--- src/rtl/ingress_arb_pkg.sv ---
// rtl/ingress_arb_pkg.sv - shared types and round-robin pick helper for the ingress port arbiter
package ingress_arb_pkg;

    localparam int MAX_PORTS = 16;
    localparam int MAX_IDX_W = 4;

    typedef enum logic [1:0] {
        IDLE,
        RELOAD,
        BUSY
    } arb_state_e;

    typedef struct packed {
        logic                 found;
        logic [MAX_IDX_W-1:0] idx;
    } rr_pick_t;

    // Rotate so last_ptr+1 sits at bit 0, take the lowest set bit, then rotate the index back.
    // Unused upper ports are zero, so wrapping at MAX_PORTS equals wrapping at the real port count.
    function automatic rr_pick_t rr_pick(input logic [MAX_PORTS-1:0] elig,
                                         input logic [MAX_IDX_W-1:0] last_ptr);
        logic [MAX_IDX_W-1:0] start;
        logic [MAX_PORTS-1:0] rot;
        rr_pick_t             r;
        start   = last_ptr + 4'd1;
        rot     = MAX_PORTS'({elig, elig} >> start);
        r.found = |elig;
        r.idx   = '0;
        for (int i = MAX_PORTS - 1; i >= 0; i--) begin
            if (rot[i]) r.idx = MAX_IDX_W'(i);
        end
        r.idx = r.idx + start;
        return r;
    endfunction

endpackage

--- src/rtl/rr_priority_pick.sv ---
// rtl/rr_priority_pick.sv - combinational round-robin first-eligible picker starting after last_ptr
module rr_priority_pick
    import ingress_arb_pkg::*;
#(
    parameter int N     = 3,
    parameter int IDX_W = (N > 1) ? $clog2(N) : 1
) (
    input  logic [N-1:0]     elig,
    input  logic [IDX_W-1:0] last_ptr,
    output logic             found,
    output logic [IDX_W-1:0] idx
);

    rr_pick_t pick;

    always_comb begin
        pick  = rr_pick(MAX_PORTS'(elig), MAX_IDX_W'(last_ptr));
        found = pick.found;
        idx   = IDX_W'(pick.idx);
    end

endmodule

--- src/rtl/ingress_port_arbiter.sv ---
// rtl/ingress_port_arbiter.sv - packet-granular weighted round-robin arbiter; optional stats via INGRESS_ARB_STATS_EN
module ingress_port_arbiter
    import ingress_arb_pkg::*;
#(
    parameter int NUM_PORTS = 3,
    parameter int WEIGHT_W  = 4,
    parameter int IDX_W     = (NUM_PORTS > 1) ? $clog2(NUM_PORTS) : 1
) (
    input  logic                          aclk,
    input  logic                          aresetn,
    input  logic [NUM_PORTS-1:0]          req,
    input  logic [NUM_PORTS*WEIGHT_W-1:0] cfg_weight,
    input  logic                          m_fire,
    input  logic                          m_last,
`ifdef INGRESS_ARB_STATS_EN
    input  logic                          stat_clear,
    output logic [NUM_PORTS*32-1:0]       stat_pkt_cnt,
    output logic                          stat_proto_err,
`endif
    output logic [NUM_PORTS-1:0]          grant,
    output logic                          grant_valid,
    output logic [IDX_W-1:0]              grant_idx,
    output logic                          round_start
);

    arb_state_e           state, state_nxt;
    logic [WEIGHT_W-1:0]  credit [NUM_PORTS];
    logic [IDX_W-1:0]     last_ptr;
    logic [NUM_PORTS-1:0] elig;
    logic                 pick_found;
    logic [IDX_W-1:0]     pick_idx;
    logic                 pkt_done;

    always_comb begin
        elig = '0;
        for (int i = 0; i < NUM_PORTS; i++) begin
            elig[i] = req[i] & (credit[i] != '0);
        end
    end

    rr_priority_pick #(
        .N     (NUM_PORTS),
        .IDX_W (IDX_W)
    ) u_pick (
        .elig     (elig),
        .last_ptr (last_ptr),
        .found    (pick_found),
        .idx      (pick_idx)
    );

    assign pkt_done    = (state == BUSY) && m_fire && m_last;
    assign grant_valid = |grant;
    assign round_start = (state == RELOAD);

    always_comb begin
        state_nxt = state;
        case (state)
            IDLE: begin
                if (req != '0) begin
                    state_nxt = pick_found ? BUSY : RELOAD;
                end
            end
            RELOAD:  state_nxt = IDLE;
            BUSY:    if (pkt_done) state_nxt = IDLE;
            default: state_nxt = IDLE;
        endcase
    end

    always_ff @(posedge aclk) begin
        if (!aresetn) begin
            state     <= IDLE;
            grant     <= '0;
            grant_idx <= '0;
            last_ptr  <= IDX_W'(NUM_PORTS - 1);
            for (int i = 0; i < NUM_PORTS; i++) credit[i] <= '0;
        end else begin
            state <= state_nxt;
            if (state == IDLE && state_nxt == BUSY) begin
                grant     <= NUM_PORTS'(1) << pick_idx;
                grant_idx <= pick_idx;
                last_ptr  <= pick_idx;
            end
            // Weight 0 would starve a port forever, so it reloads as 1.
            if (state == RELOAD) begin
                for (int i = 0; i < NUM_PORTS; i++) begin
                    if (cfg_weight[i*WEIGHT_W +: WEIGHT_W] == '0)
                        credit[i] <= WEIGHT_W'(1);
                    else
                        credit[i] <= cfg_weight[i*WEIGHT_W +: WEIGHT_W];
                end
            end
            if (pkt_done) begin
                grant     <= '0;
                grant_idx <= '0;
                for (int i = 0; i < NUM_PORTS; i++) begin
                    if (IDX_W'(i) == grant_idx && credit[i] != '0)
                        credit[i] <= credit[i] - WEIGHT_W'(1);
                end
            end
        end
    end

`ifdef INGRESS_ARB_STATS_EN
    always_ff @(posedge aclk) begin
        if (!aresetn || stat_clear) begin
            stat_pkt_cnt   <= '0;
            stat_proto_err <= 1'b0;
        end else begin
            if (pkt_done) begin
                for (int i = 0; i < NUM_PORTS; i++) begin
                    if (IDX_W'(i) == grant_idx)
                        stat_pkt_cnt[i*32 +: 32] <= stat_pkt_cnt[i*32 +: 32] + 32'd1;
                end
            end
            if (m_fire && state != BUSY) stat_proto_err <= 1'b1;
        end
    end
`endif

endmodule
--- config.mk ---
export PLATFORM = sky130hd
export DESIGN_NAME = ingress_port_arbiter
export DESIGN_NICKNAME = d
export VERILOG_FILES = /design/src/rtl/ingress_arb_pkg.sv /design/src/rtl/rr_priority_pick.sv /design/src/rtl/ingress_port_arbiter.sv
export SDC_FILE = /design/constraint.sdc
export NUM_CORES = 1
export LEC_CHECK = 0
export BUFFER_PORTS_ARGS = -buffer_cell sky130_fd_sc_hd__buf_2
export CAP_MARGIN = 20
export CORE_MARGIN = 2
export CORE_UTILIZATION = 45
export DETAILED_ROUTE_END_ITERATION = 7
export GPL_TIMING_DRIVEN = 1
export PLACE_DENSITY_LB_ADDON = 0.2
export SETUP_SLACK_MARGIN = 0.2
export SLEW_MARGIN = 20
export SYNTH_ARGS = -nofsm -noshare
export SYNTH_HDL_FRONTEND = slang
export SYNTH_HIERARCHICAL = 1
export SYNTH_SLANG_ARGS = --single-unit
export TNS_END_PERCENT = 10
--- constraint.sdc ---
create_clock -name aclk -period 3.01 [get_ports aclk]
set_input_delay 0.301 -clock aclk [delete_from_list [all_inputs] [get_ports aclk]]
set_output_delay 0.301 -clock aclk [all_outputs]
set_load 0.005 [all_outputs]
**Word-level counts from Yosys, hierarchy flattened**

Memories as Yosys holds them, arrays and structs flattened.
Cells that the tools add are included.

- Register bits after elaboration: 9
- Bits in latches: 0
- Memory bits (writable): 12
- ROM bits: 0
- Bits of input ports: 19
- Output and inout bits: 7
- Word-level logic and storage cells: 114
- Memories: 1

Memories:

| name | depth | bits a word | read ports | clocked after memory_dff | wr ports | RTL line | source |
|---|---|---|---|---|---|---|---|
| credit | 3 | 4 | 3 | 0 | 3 | ingress_port_arbiter.sv:27 | `logic [WEIGHT_W-1:0] credit [NUM_PORTS];` |

- Add/sub/neg operators: 5
- Multiply operators: 0
- Div/mod/pow operators: 0
- Magnitude comparators: 0
- Eq/ne operators: 5
- Shifts and indexed selects: 2
- Muxes and demuxes: 66
- Bitwise operators: 13
- Reductions and logical operators: 18

Operator list:

| kind | count |
|---|---|
| two-way mux 2 bit | 19 |
| two-way mux 1 bit | 37 |
| two-way mux 4 bit | 9 |
| >> shifter 19 x 3 -> 16 bit | 1 |
| logical NOT 4 bit | 3 |
| nonzero test 4 bit | 3 |
| subtractor 4 x 1 -> 4 bit (second input constant) | 3 |
| bitwise OR 1 bit | 9 |
| logical AND 1 bit | 6 |
| OR reduction 3 bit | 2 |
| equality test 2 bit (second input constant) | 2 |
| logical NOT 2 bit | 2 |
| case mux 2 bit (2 select lines) | 1 |
| adder 2 x 1 -> 3 bit (second input constant) | 1 |
| bitwise AND 1 bit | 3 |
| nonzero test 3 bit | 1 |
| left shift 1 x 2 -> 3 bit (first input constant) | 1 |
| adder 2 bit | 1 |
| equality test 1 x 2 -> 1 bit (first input constant) | 1 |
| equality test 2 x 1 -> 1 bit (second input constant) | 1 |
| equality test 2 bit (first input constant) | 1 |
| OR reduction 2 bit | 1 |
| NOT 1 bit | 1 |

**Longest topological paths before layout**

Gate-level depths: netlist (run 1).
An unclocked memory read counts as a cell.

- Depth in word-level cells: 22
- Gate-level depth with buffers: 12
- Mapped depth without buffers: 12

**Hierarchy**

The synthesis (run 1) kept the hierarchy.

Modules (own cells, without submodules):

| module | times used | cells each | area each (µm²) | sequential area each (µm²) |
|---|---|---|---|---|
| ingress_port_arbiter | 1 | 117 | 1116.1 | 540.5 |
| rr_priority_pick | 1 | 17 | 110.1 | 0.0 |

**Worst setup path before layout (run 1)**

OpenSTA, ideal clock, no wires.

- Path type: register to register
- Start: mem credit[2][0], in the netlist credit[0][8]
- End: reg grant[0]
- Library setup time: 0.070 ns
- Arrival time: 2.741 ns
- Required time: 2.940 ns
- Setup slack: 0.199 ns
- Stages on the path, launching flop included: 12
- Path buffers: 0
- Period minus slack after synthesis: 2.811 ns
- Cell sequence: edfxtp_1 > inv_1 > ha_1 > or3b_2 > and2_1 > nor2b_4 > or4_1 > o21ai_0 > ha_1 > xor2_1 > or4_1 > a21oi_1

RTL lines:

| element | RTL line | source |
|---|---|---|
| start: declaration | ingress_port_arbiter.sv:27 |  |
| end signal: assignment | ingress_port_arbiter.sv:79 | `grant <= NUM_PORTS'(1) << pick_idx;` |
| end: declaration | ingress_port_arbiter.sv:20 | `output logic [NUM_PORTS-1:0] grant,` |

==> summary.txt, run 1 <==
Power
  • Max VDD drop: 0.3505 mV
  • Flop pwr share: between 50% and 60%
  • Switching Power: 0.0002305 W
  • Clk pwr share: a little under a fifth
  • Gate power share: 30.7%
  • Leakage dissipation: 0.5895 nW
  • Net Sw Frac: about 31%
  • Pwr/cell area: 505.1 nW/um2
  • P_int: 0.0005076 W

Finish
  • Final #Nets: 190
  • Share of cells above drive strength 1: between 20% and 30%
  • Commonest non-fill, non-tap cells in the layout: 25 x buf_2, 21 x o21ai_0, 13 x nand2_1
  • Commonest non-fill, non-tap cell in the layout: buf_2
  • Ant. Diodes: 0
  • Area grow syn2layout: 19.18%

Timing
  • Endpoints failing setup: 0
  • Sum of negative setup slack: 0 ns
  • Fin. max-slew vios: 0
  • Final worst path period share: 95.65%
  • Min Tclk post-route: 2.879 ns
  • RSZ-0062 raised after global routing: true
  • Worst-margin pin slew: 0.7621 ns
  • Slew headroom: 48.80%
  • Final Skew: 0.003441 ns
  • WHS: 0.2480 ns
  • Hold Fails Final Rpt: 0
  • Fmax achieved: 347.3 MHz

Hold path
  • Hold Path Depth: 2
  • Hold Crit Start: aresetn
  • Hold Path Class: primary input to register

Logic synthesis
  • Post-synth top area share: 29.39%
  • Cell area after synthesis: between 1000 and 1500 um2
  • Synth area leaders: edfxtp_1 29%, dfxtp_1 15%, o21ai_0 9.0%, xnor2_1 4.3%, ha_1 4.1%
  • Cells after Synth: approximately 130
  • Number of distinct library cells after synthesis: 36
  • Ys Warns: 6
  • FF+latch count, synth: 21
  • Syn_area_per_cell: 9.151 um2
  • Register area share after synthesis: 44.08%
  • Syn_nets: 157
  • Top cell type by total area after synthesis: edfxtp_1

Global route
  • Global-route track usage on met2: 29.08%
  • Initial antenna violation count: 0
  • Grt ovf: 0
  • Gr usage total: 17.14%
  • GR Util met3: 3.256%
  • First-pass GRT wire length: 4.374 mm
  • Largest net degree at the start of global routing: 13
  • Global routing's busiest layer: met2
  • Number of global-route vias before repair: 1027
  • GR Layer Usage met1: between 20% and 30%

Die
  • Die W: between 50 and 60 um
  • Initial Utilization: between 40% and 50%
  • Die area: 3158 um2
  • IO Count: 26
  • Die height: 56.20 um
  • Row cnt: 18
  • Core area: between 2000 and 3000 um2

Clocking
  • Clock Tree Buf Depth: 2
  • Clk slew on worst S/H paths: 0.11 ns
  • CTS root buf: clkbuf_4
  • CTS hold repair buffers: 0
  • CTS H-tree depth: 1
  • Latest clock arrival within the worst-skew pair: 0.30 ns
  • Sink Count: 21
  • TritonCTS clock tree: yes
  • TritonCTS Buffers: 3

Worst setup path
  • Crit path max fanout: 5
  • Worst R2R Path Depth: 10
  • CP Launch Point: credit[0][9]
  • Worst path arrival time: 3.12 ns
  • Crit path capture type: register
  • Critical path class: register to register
  • Req. time, crit path: 3.25 ns
  • RR Startpoint: credit[0][9]
  • CP Launch Type: register

Drt
  • Vias per inst: 5.760
  • Total number of vias: about 1100
  • WL final: 2.681 mm
  • Routed wire length per instance: 13.68 um
  • Drt drc: 0
  • Antenna Nets Post-Route: 0
  • Drt pass-1 iters: 5
  • Detailed Route Iter0 Violations: 36

Job
  • Maximum capacitance violations: 0

Placed design
  • Post-DP HPWL: 1.997 mm
  • Port Buffer Count: 25
  • RD Place Congestion: approximately 0.75

Status
  • Status: complete, no violations
-- Yosys cell counts (all sizes together) --
cell and count:
o21ai 26, or3b 3, nand3 4, or4 2, or4b 1, and4b 1
a21oi 8, nand2 13, and3b 1, nor2 2, and2b 1, ha 4
a21boi 2, clkbuf 2, nor3 7, nor4 1, nor2b 4, inv 8
and2 2, nand4b 3, edfxtp 12, xor2 1, dfxtp 9, nand4 1
o31ai 1, xnor2 6, and4bb 1, nor3b 2, a22oi 1, or3 3
nand2b 2
-- what timing repair did --
item / 4_1_cts / 5_1_grt
setup endpoints to repair: 1 / 1
pin swaps: 4 / 0
endpoints found under the hold margin: 0 / 0
gates resized for setup: 5 / 2
setup buffers: 4 / 1
-- sequential cells by signal (all words and copies together) (netlist names) --
name       flops
credit        12
state          2
grant_idx      2
grant          3
last_ptr       2
-- routing by layer --
metal / vias to the layer above / routed length (um)
li1: 557 / -
met1: 545 / 1239
met2: 23 / 1312
met3: 4 / 105
met4: 0 / 24
met5: - / 0
-- worst max-delay path: stages, from the launching register on --
cell and delay, ns:
edfxtp_1 0.41, inv_1 0.08, ha_2 0.19, or3b_4 0.39
and2_4 0.16, nor2b_4 0.11, or4_1 0.41, o21ai_1 0.11
ha_2 0.29, or4_1 0.52, a21oi_1 0.13
-- cell families (layout without fill, tap and decap cells) --
logic type,Yosys count,in the layout,share of synthesized area [%]
flip-flops,21,21,44.08
adder cells (fa/ha/maj),4,4,4.082
buffers and inverters,10,42,3.163
AO/OA/AOI/OAI,38,38,16.33
AND/OR/NAND/NOR,54,54,27.35
XOR/XNOR,7,7,5.000
-- stage by stage --
stage / worst slack (ns) / instance area, um2 / power [W] / instances / utilization, %
after floorplan: 0.2261 / 1229 / 0.0005184 / 134 / -
after global placement: 0.1502 / 1383 / 0.0005814 / 187 / 54.81
after detailed placement: 0.07760 / 1383 / 0.0005866 / 187 / 54.81
after CTS: 0.2138 / 1451 / 0.0007375 / 195 / 57.54
after global routing: 0.03531 / 1461 / 0.0007848 / 196 / 57.94
final: 0.1310 / 1461 / 0.0007381 / 196 / 57.94
-- final cells by class --
cell class | count | area [um2]
well taps | 30 | 37.54
flip-flops and latches | 21 | 540.5
inverters | 8 | 30.03
repair buffers | 30 | 162.7
multi-input cells | 103 | 664.4
fillers | 237 | 1061
clock buffers | 4 | 26.28
-- power groups by stage --
stage	sequential (W)	clock, W	combinational, W
3_5_place_dp	0.000382	0	0.000204
4_1_cts	0.000377	0.000140	0.000221
5_1_grt	0.000382	0.000149	0.000253
6_report	0.000378	0.000134	0.000227
3_3_place_gp	0.000382	0	0.000200
2_1_floorplan	0.000376	0	0.000143
-- final timing paths --
kind	to	slack [ns]
max	grant[0]	0.13
min	last_ptr[1]	0.25
max reg2reg	grant[0]	0.13
min reg2reg	grant[1]	0.50
(Power assumes the default switching activity.)
==> run 2: changes to the inputs <==
--- a/config.mk
+++ b/config.mk
@@ -11,7 +11,7 @@
 export CORE_UTILIZATION = 45
 export DETAILED_ROUTE_END_ITERATION = 7
 export GPL_TIMING_DRIVEN = 1
-export PLACE_DENSITY_LB_ADDON = 0.2
+export PLACE_DENSITY = 0.77
 export SETUP_SLACK_MARGIN = 0.2
 export SLEW_MARGIN = 20
 export SYNTH_ARGS = -nofsm -noshare
==> summary.txt, run 2 (same netlist as run 1, synthesis figures left out) <==
Power
  • Pwr/cell area: about 510 nW/um2
  • Switching Power: about 0.00024 W
  • P_int: approximately 0.00051 W
  • Flop pwr share: 50.4%
  • Net Sw Frac: around a third
  • Max VDD drop: 0.4783 mV
  • Leakage dissipation: 0.5949 nW
  • Gate power share: 32.2%
  • Clk pwr share: between 15 and 20%

Global route
  • First-pass GRT wire length: 4.671 mm
  • Gr usage total: 18.57%
  • Largest net degree at the start of global routing: 13
  • Grt ovf: 0
  • Initial antenna violation count: 0
  • Number of global-route vias before repair: ~1100

Worst setup path
  • Req. time, crit path: 3.25 ns
  • Reg2Reg Setup Slack: approximately 0.17 ns
  • Max stage delay on crit path: roughly 0.5 ns
  • Worst path bufs/invs: 1
  • Crit path capture type: register
  • Critical path class: register to register
  • Worst path arrival time: 3.07 ns
  • CP Launch Type: register
  • RR Startpoint: credit[0][8]
  • CP cell instances: inv_1 > ha_2 > or3b_4 > and2_4 > nor2b_4 > or4_1 > o21ai_1 > ha_2 > xor2_2 > or4_1 > a21oi_1
  • Reg2reg end: grant[0]
  • Crit path max fanout: 5
  • Slowest cell on the critical path: or4_1
  • CP delay by family, top: simple AND/OR/NAND/NOR gates
  • Worst R2R Path Depth: 11

Timing
  • RSZ-0062 raised after global routing: true
  • Sum of negative setup slack: 0 ns
  • Fin. max-slew vios: 0
  • Endpoints failing setup: 0
  • Final worst path period share: 94.23%
  • Hold Fails Final Rpt: 0
  • Min Tclk post-route: 2.836 ns
  • Final Skew: 0.003680 ns
  • WHS: 0.2569 ns
  • Worst-margin pin slew: 0.7185 ns
  • Fmax achieved: 352.6 MHz
  • Slew headroom: 51.73%

Hold path
  • Hold Crit Start: aresetn
  • Hold Path Depth: 2
  • Hold EP: last_ptr[1]
  • Hold Path Class: primary input to register

Drt
  • Vias per inst: 5.802
  • Drt drc: 0
  • Total number of vias: approximately 1100
  • Drt pass-1 iters: 4
  • Antenna Nets Post-Route: 0
  • Detailed Route Iter0 Violations: 49
  • Routed wire length per instance: 14.11 um
  • WL final: 2.779 mm

Clocking
  • Sink Count: 21
  • CTS root buf: clkbuf_4
  • CTS hold repair buffers: 0
  • Clock Tree Buf Depth: 2
  • CTS H-tree depth: 1
  • Latest clock arrival within the worst-skew pair: 0.30 ns
  • TritonCTS clock tree: yes
  • TritonCTS Buffers: 3
  • Clk slew on worst S/H paths: 0.11 ns

Job
  • Maximum capacitance violations: 0

Die
  • Core area: 2522 um2
  • Die W: 56.20 um
  • Die height: 56.20 um
  • Die area: between 3000 and 4000 um2
  • Initial Utilization: 48.61%
  • Row cnt: 18
  • IO Count: 26

Placed design
  • RD Place Congestion: 0.7934
  • Post-DP Area: 1383 um2
  • Port Buffer Count: 25
  • Post-DP HPWL: 2.095 mm
  • Placed cells: 187

Finish
  • Area grow syn2layout: 20.92%
  • Share of cells above drive strength 1: approximately 29%
  • Post-Layout Cell Count: 197
  • Largest register by flop count: credit
  • Final #Nets: roughly 190
  • Fin util: 58.78%
  • Commonest non-fill, non-tap cell in the layout: buf_2
  • Commonest non-fill, non-tap cells in the layout: 25 x buf_2, 21 x o21ai_0, 13 x nand2_1
  • Largest regs: credit: 12 flops, grant: 3 flops
  • Final instance area: 1483 um2
  • Ant. Diodes: 0
  • Max FFs per register: 12

Status
  • Status: complete, no violations
-- run 2: cell count changes in the layout (fill, tap and decap cells not counted) --
cell,change
a21oi_1,-1
a21oi_2,+1
buf_4,+1
ha_1,-1
ha_2,+1
xor2_1,-1
xor2_2,+1
-- run 2: metal layers --
layer	routed length, um	GRT usage (%)
met1	1160	21.25
met2	1429	32.77
met3	150	3.023
met4	39	9.864
met5	0	0
-- run 2: worst max-delay path by stage --
stage	start	end	slack, ns	depth (start not counted)
CTS	credit[0][9]	grant[0]	0.20	11
global placement	credit[0][8]	grant[0]	0.16	11
floorplan	credit[0][8]	grant[0]	0.23	11
finish	credit[0][8]	grant[0]	0.17	11
detailed placement	credit[0][8]	grant[0]	0.12	11
global route	credit[0][9]	grant[0]	0.08	11
-- run 2: per-stage QoR --
step,total power [W],worst slack [ns]
after floorplan,0.0005184,0.2261
after global placement,0.0005770,0.1580
after detailed placement,0.0005888,0.1175
after CTS,0.0007417,0.2024
after global routing,0.0007993,0.07744
final,0.0007506,0.1736
-- run 2: power groups by stage --
stage	combinational, W	clock [W]	sequential [W]
2_1_floorplan	0.000143	0	0.000376
3_3_place_gp	0.000197	0	0.000380
3_5_place_dp	0.000205	0	0.000383
4_1_cts	0.000231	0.000133	0.000377
5_1_grt	0.000270	0.000147	0.000383
6_report	0.000241	0.000131	0.000378
-- run 2: repair_timing --
action	4_1_cts	5_1_grt
setup endpoints to repair	1	1
setup buffers	4	2
pin swaps	5	0
gates resized for setup	6	4
-- run 2: area by class of cell --
type                            instances  area, um2
Fill cell                             213       1040
Multi-Input combinational cell        103      678.2
Clock buffer                            4      26.28
Timing Repair Buffer                   31      170.2
Sequential cell                        21      540.5
Inverter                                8      30.03
Tap cell                               30      37.54
==> run 3: changes to the inputs <==
--- a/config.mk
+++ b/config.mk
@@ -11,11 +11,10 @@
 export CORE_UTILIZATION = 45
 export DETAILED_ROUTE_END_ITERATION = 7
 export GPL_TIMING_DRIVEN = 1
-export PLACE_DENSITY = 0.77
+export PLACE_DENSITY = 0.69
 export SETUP_SLACK_MARGIN = 0.2
 export SLEW_MARGIN = 20
 export SYNTH_ARGS = -nofsm -noshare
 export SYNTH_HDL_FRONTEND = slang
-export SYNTH_HIERARCHICAL = 1
 export SYNTH_SLANG_ARGS = --single-unit
 export TNS_END_PERCENT = 10
==> summary.txt, run 3 <==
Timing
  • RSZ-0062 raised after global routing: false
  • Worst-margin pin slew: 0.4651 ns
  • Endpoints failing setup: 0
  • Slew headroom: 69.00%
  • Fmax achieved: 377.2 MHz
  • Final Skew: 0.003903 ns
  • WHS: 0.2680 ns
  • Final worst path period share: around 88%
  • Sum of negative setup slack: 0 ns
  • Hold Fails Final Rpt: 0
  • Min Tclk post-route: 2.651 ns
  • Fin. max-slew vios: 0

Global route
  • Initial antenna violation count: 0
  • Gr usage total: 17.87%
  • Number of global-route vias before repair: between 1000 and 1500
  • Grt ovf: 0
  • Largest net degree at the start of global routing: 13
  • First-pass GRT wire length: 4.685 mm

Job
  • Maximum capacitance violations: 0

Logic synthesis
  • Post-synth top area share: roughly 28%
  • Syn_nets: 166
  • Cells after Synth: 143
  • Number of distinct library cells after synthesis: 35
  • FF+latch count, synth: 21
  • Main synth FF type: edfxtp_1
  • Ys Warns: 0
  • Commonest cells in the netlist: 27 x nand2_1, 14 x o21ai_0, 12 x edfxtp_1
  • Count leader, synth: nand2_1
  • Adder-cell share of the synthesized area: 3.895%
  • Syn_area_per_cell: 8.986 um2
  • XOR/XNOR Fraction of Synth Area: 4.090%
  • Number of synthesized flops with an enable pin: 12
  • Cell area after synthesis: 1285 um2
  • Top cell type by total area after synthesis: edfxtp_1
  • Largest family of logic cells by synthesized area: simple AND/OR/NAND/NOR gates
  • Post-synthesis simple-gate area fraction: 25.80%
  • Synth area leaders: edfxtp_1 28%, dfxtp_1 14%, nand2_1 7.9%, o21ai_0 5.5%, xnor2_1 4.1%
  • Post-synthesis compound-gate area fraction: 17.23%
  • Post-synth ARST share: 0%
  • Register area share after synthesis: about 42%
  • Post-synthesis mux area share: 3.116%

Clocking
  • Latest clock arrival within the worst-skew pair: approximately 0.30 ns
  • Clock Tree Buf Depth: 2
  • Sink Count: 21
  • Clk slew on worst S/H paths: 0.12 ns
  • TritonCTS Buffers: 3
  • CTS hold repair buffers: 0
  • CTS root buf: clkbuf_4
  • TritonCTS clock tree: yes
  • CTS H-tree depth: 1

Finish
  • Share of cells above drive strength 1: 26.16%
  • Commonest non-fill, non-tap cell in the layout: nand2_1
  • Largest register by flop count: credit
  • Post-Layout Cell Count: a little over 200
  • Max FFs per register: 12
  • Largest regs: credit: 12 flops, grant: 3 flops
  • Ant. Diodes: 0
  • Multi-input gate area: roughly 740 um2
  • Commonest non-fill, non-tap cells in the layout: 27 x nand2_1, 25 x buf_2, 14 x o21ai_0
  • Area grow syn2layout: 18.50%
  • Reg area: between 500 and 600 um2
  • Final instance area: 1523 um2
  • FILL cells: 246
  • Final #Nets: 196

Power
  • Leakage dissipation: 0.6362 nW
  • Max VDD drop: 0.3414 mV
  • Final Power: 0.0007837 W
  • Pwr/cell area: a little over 500 nW/um2

Placed design
  • Post-DP HPWL: 2.181 mm
  • RD Place Congestion: about 0.88
  • Placed cells: slightly below 200
  • Post-DP Area: 1434 um2
  • Port Buffer Count: 25

Worst setup path
  • CP Launch Type: register
  • Max stage delay on crit path: 0.42 ns
  • RR Startpoint: credit[0][8]
  • Worst path bufs/invs: 1
  • Crit path max fanout: 5
  • Top cell by count, worst path: ha_2
  • Slowest cell on the critical path: or3b_4
  • Worst path arrival time: 2.91 ns
  • Req. time, crit path: 3.27 ns
  • Critical path class: register to register
  • CP Launch Point: credit[0][8]
  • Crit path capture type: register
  • CP cell instances: inv_1 > ha_2 > or3b_4 > and2_4 > a2111o_1 > o21ai_0 > ha_2 > nor4_4 > mux2i_1 > nand2_1
  • CP delay by family, top: simple AND/OR/NAND/NOR gates

Drt
  • Drt pass-1 iters: 4
  • Antenna Nets Post-Route: 0
  • Drt drc: 0
  • Detailed Route Iter0 Violations: 43
  • WL final: 2.783 mm
  • Routed wire length per instance: about 14 um
  • Total number of vias: 1114
  • Vias per inst: between 5 and 6

Die
  • Row cnt: 19
  • IO Count: 26
  • Die W: ~57 um
  • Die height: between 50 and 60 um
  • Core area: roughly 2700 um2
  • Die area: about 3300 um2
  • Initial Utilization: ~47%

Status
  • Status: complete, no violations

Hold path
  • Hold Path Class: primary input to register
  • Hold Crit Start: m_fire
## run 3: cell types whose count changed after synthesis, moves of 2 or more
cell	delta
nand2_1	+14
o21ai_0	-8
mux2i_1	+4
nand3_1	+3
nand4b_1	-3
or3b_4	+3
a21oi_1	-2
a22oi_4	+2
and2_1	+2
inv_1	+2
nor3_1	+2
o21ai_1	-2
or3b_2	-2
or4_1	-2
## run 3: cell families after synthesis
group	count (synthesis)
xor+xnor	6
mux	4
buf+inv	12
fa+ha+maj	4
compound gates	32
flops	21
simple gates	64
## run 3: stage by stage
step | utilization, % | worst slack, ns
2_1_floorplan | - | 0.4975
3_3_place_gp | 52.45 | 0.3702
3_5_place_dp | 52.45 | 0.2376
4_1_cts | 53.41 | 0.2200
5_1_grt | 55.70 | 0.1729
6_report | 55.70 | 0.3592
## run 3: worst paths after layout
| path | end | slack (ns) | cells past startpoint |
|---|---|---|---|
| max | grant[0] | 0.36 | 10 |
| min | state[1] | 0.27 | 4 |
| max reg2reg | grant[0] | 0.36 | 10 |
| min reg2reg | grant[2] | 0.49 | 2 |
## run 3: where the power goes
part	leakage (nW)	internal [W]	switching, W
Combinational	0.422	0.000126	0.000152
Clock	0.0150	0.0000516	0.0000843
Sequential	0.199	0.000341	0.0000289
Total	0.636	0.000518	0.000265
## run 3: final cells by class
class | instances | area share [%]
clock buffer | 4 | 1.726
inverter | 9 | 2.219
multi-input combinational | 110 | 48.32
sequential | 21 | 35.50
tap | 31 | 2.547
timing repair buffer | 28 | 9.696
## run 3: timing repair
item                       4_1_cts  5_1_grt
resized for setup                0        8
setup endpoints to repair        0        3
buffers inserted                 0        3
## run 3: routing by layer
metal  global-route usage, %  vias up  share of wire [%]
met3                   2.721        4                3.2
met5                       0        -                  0
met4                   4.983        0               0.90
li1                        -      574                  -
met1                   22.29      515                 45
met2                   31.82       21                 51
## run 3: worst register-to-register path, cell delays in order, from the launching register on
cell	delay (ns)
edfxtp_1	0.41
inv_1	0.07
ha_2	0.18
or3b_4	0.42
and2_4	0.19
a2111o_1	0.39
o21ai_0	0.09
ha_2	0.36
nor4_4	0.32
mux2i_1	0.11
nand2_1	0.07
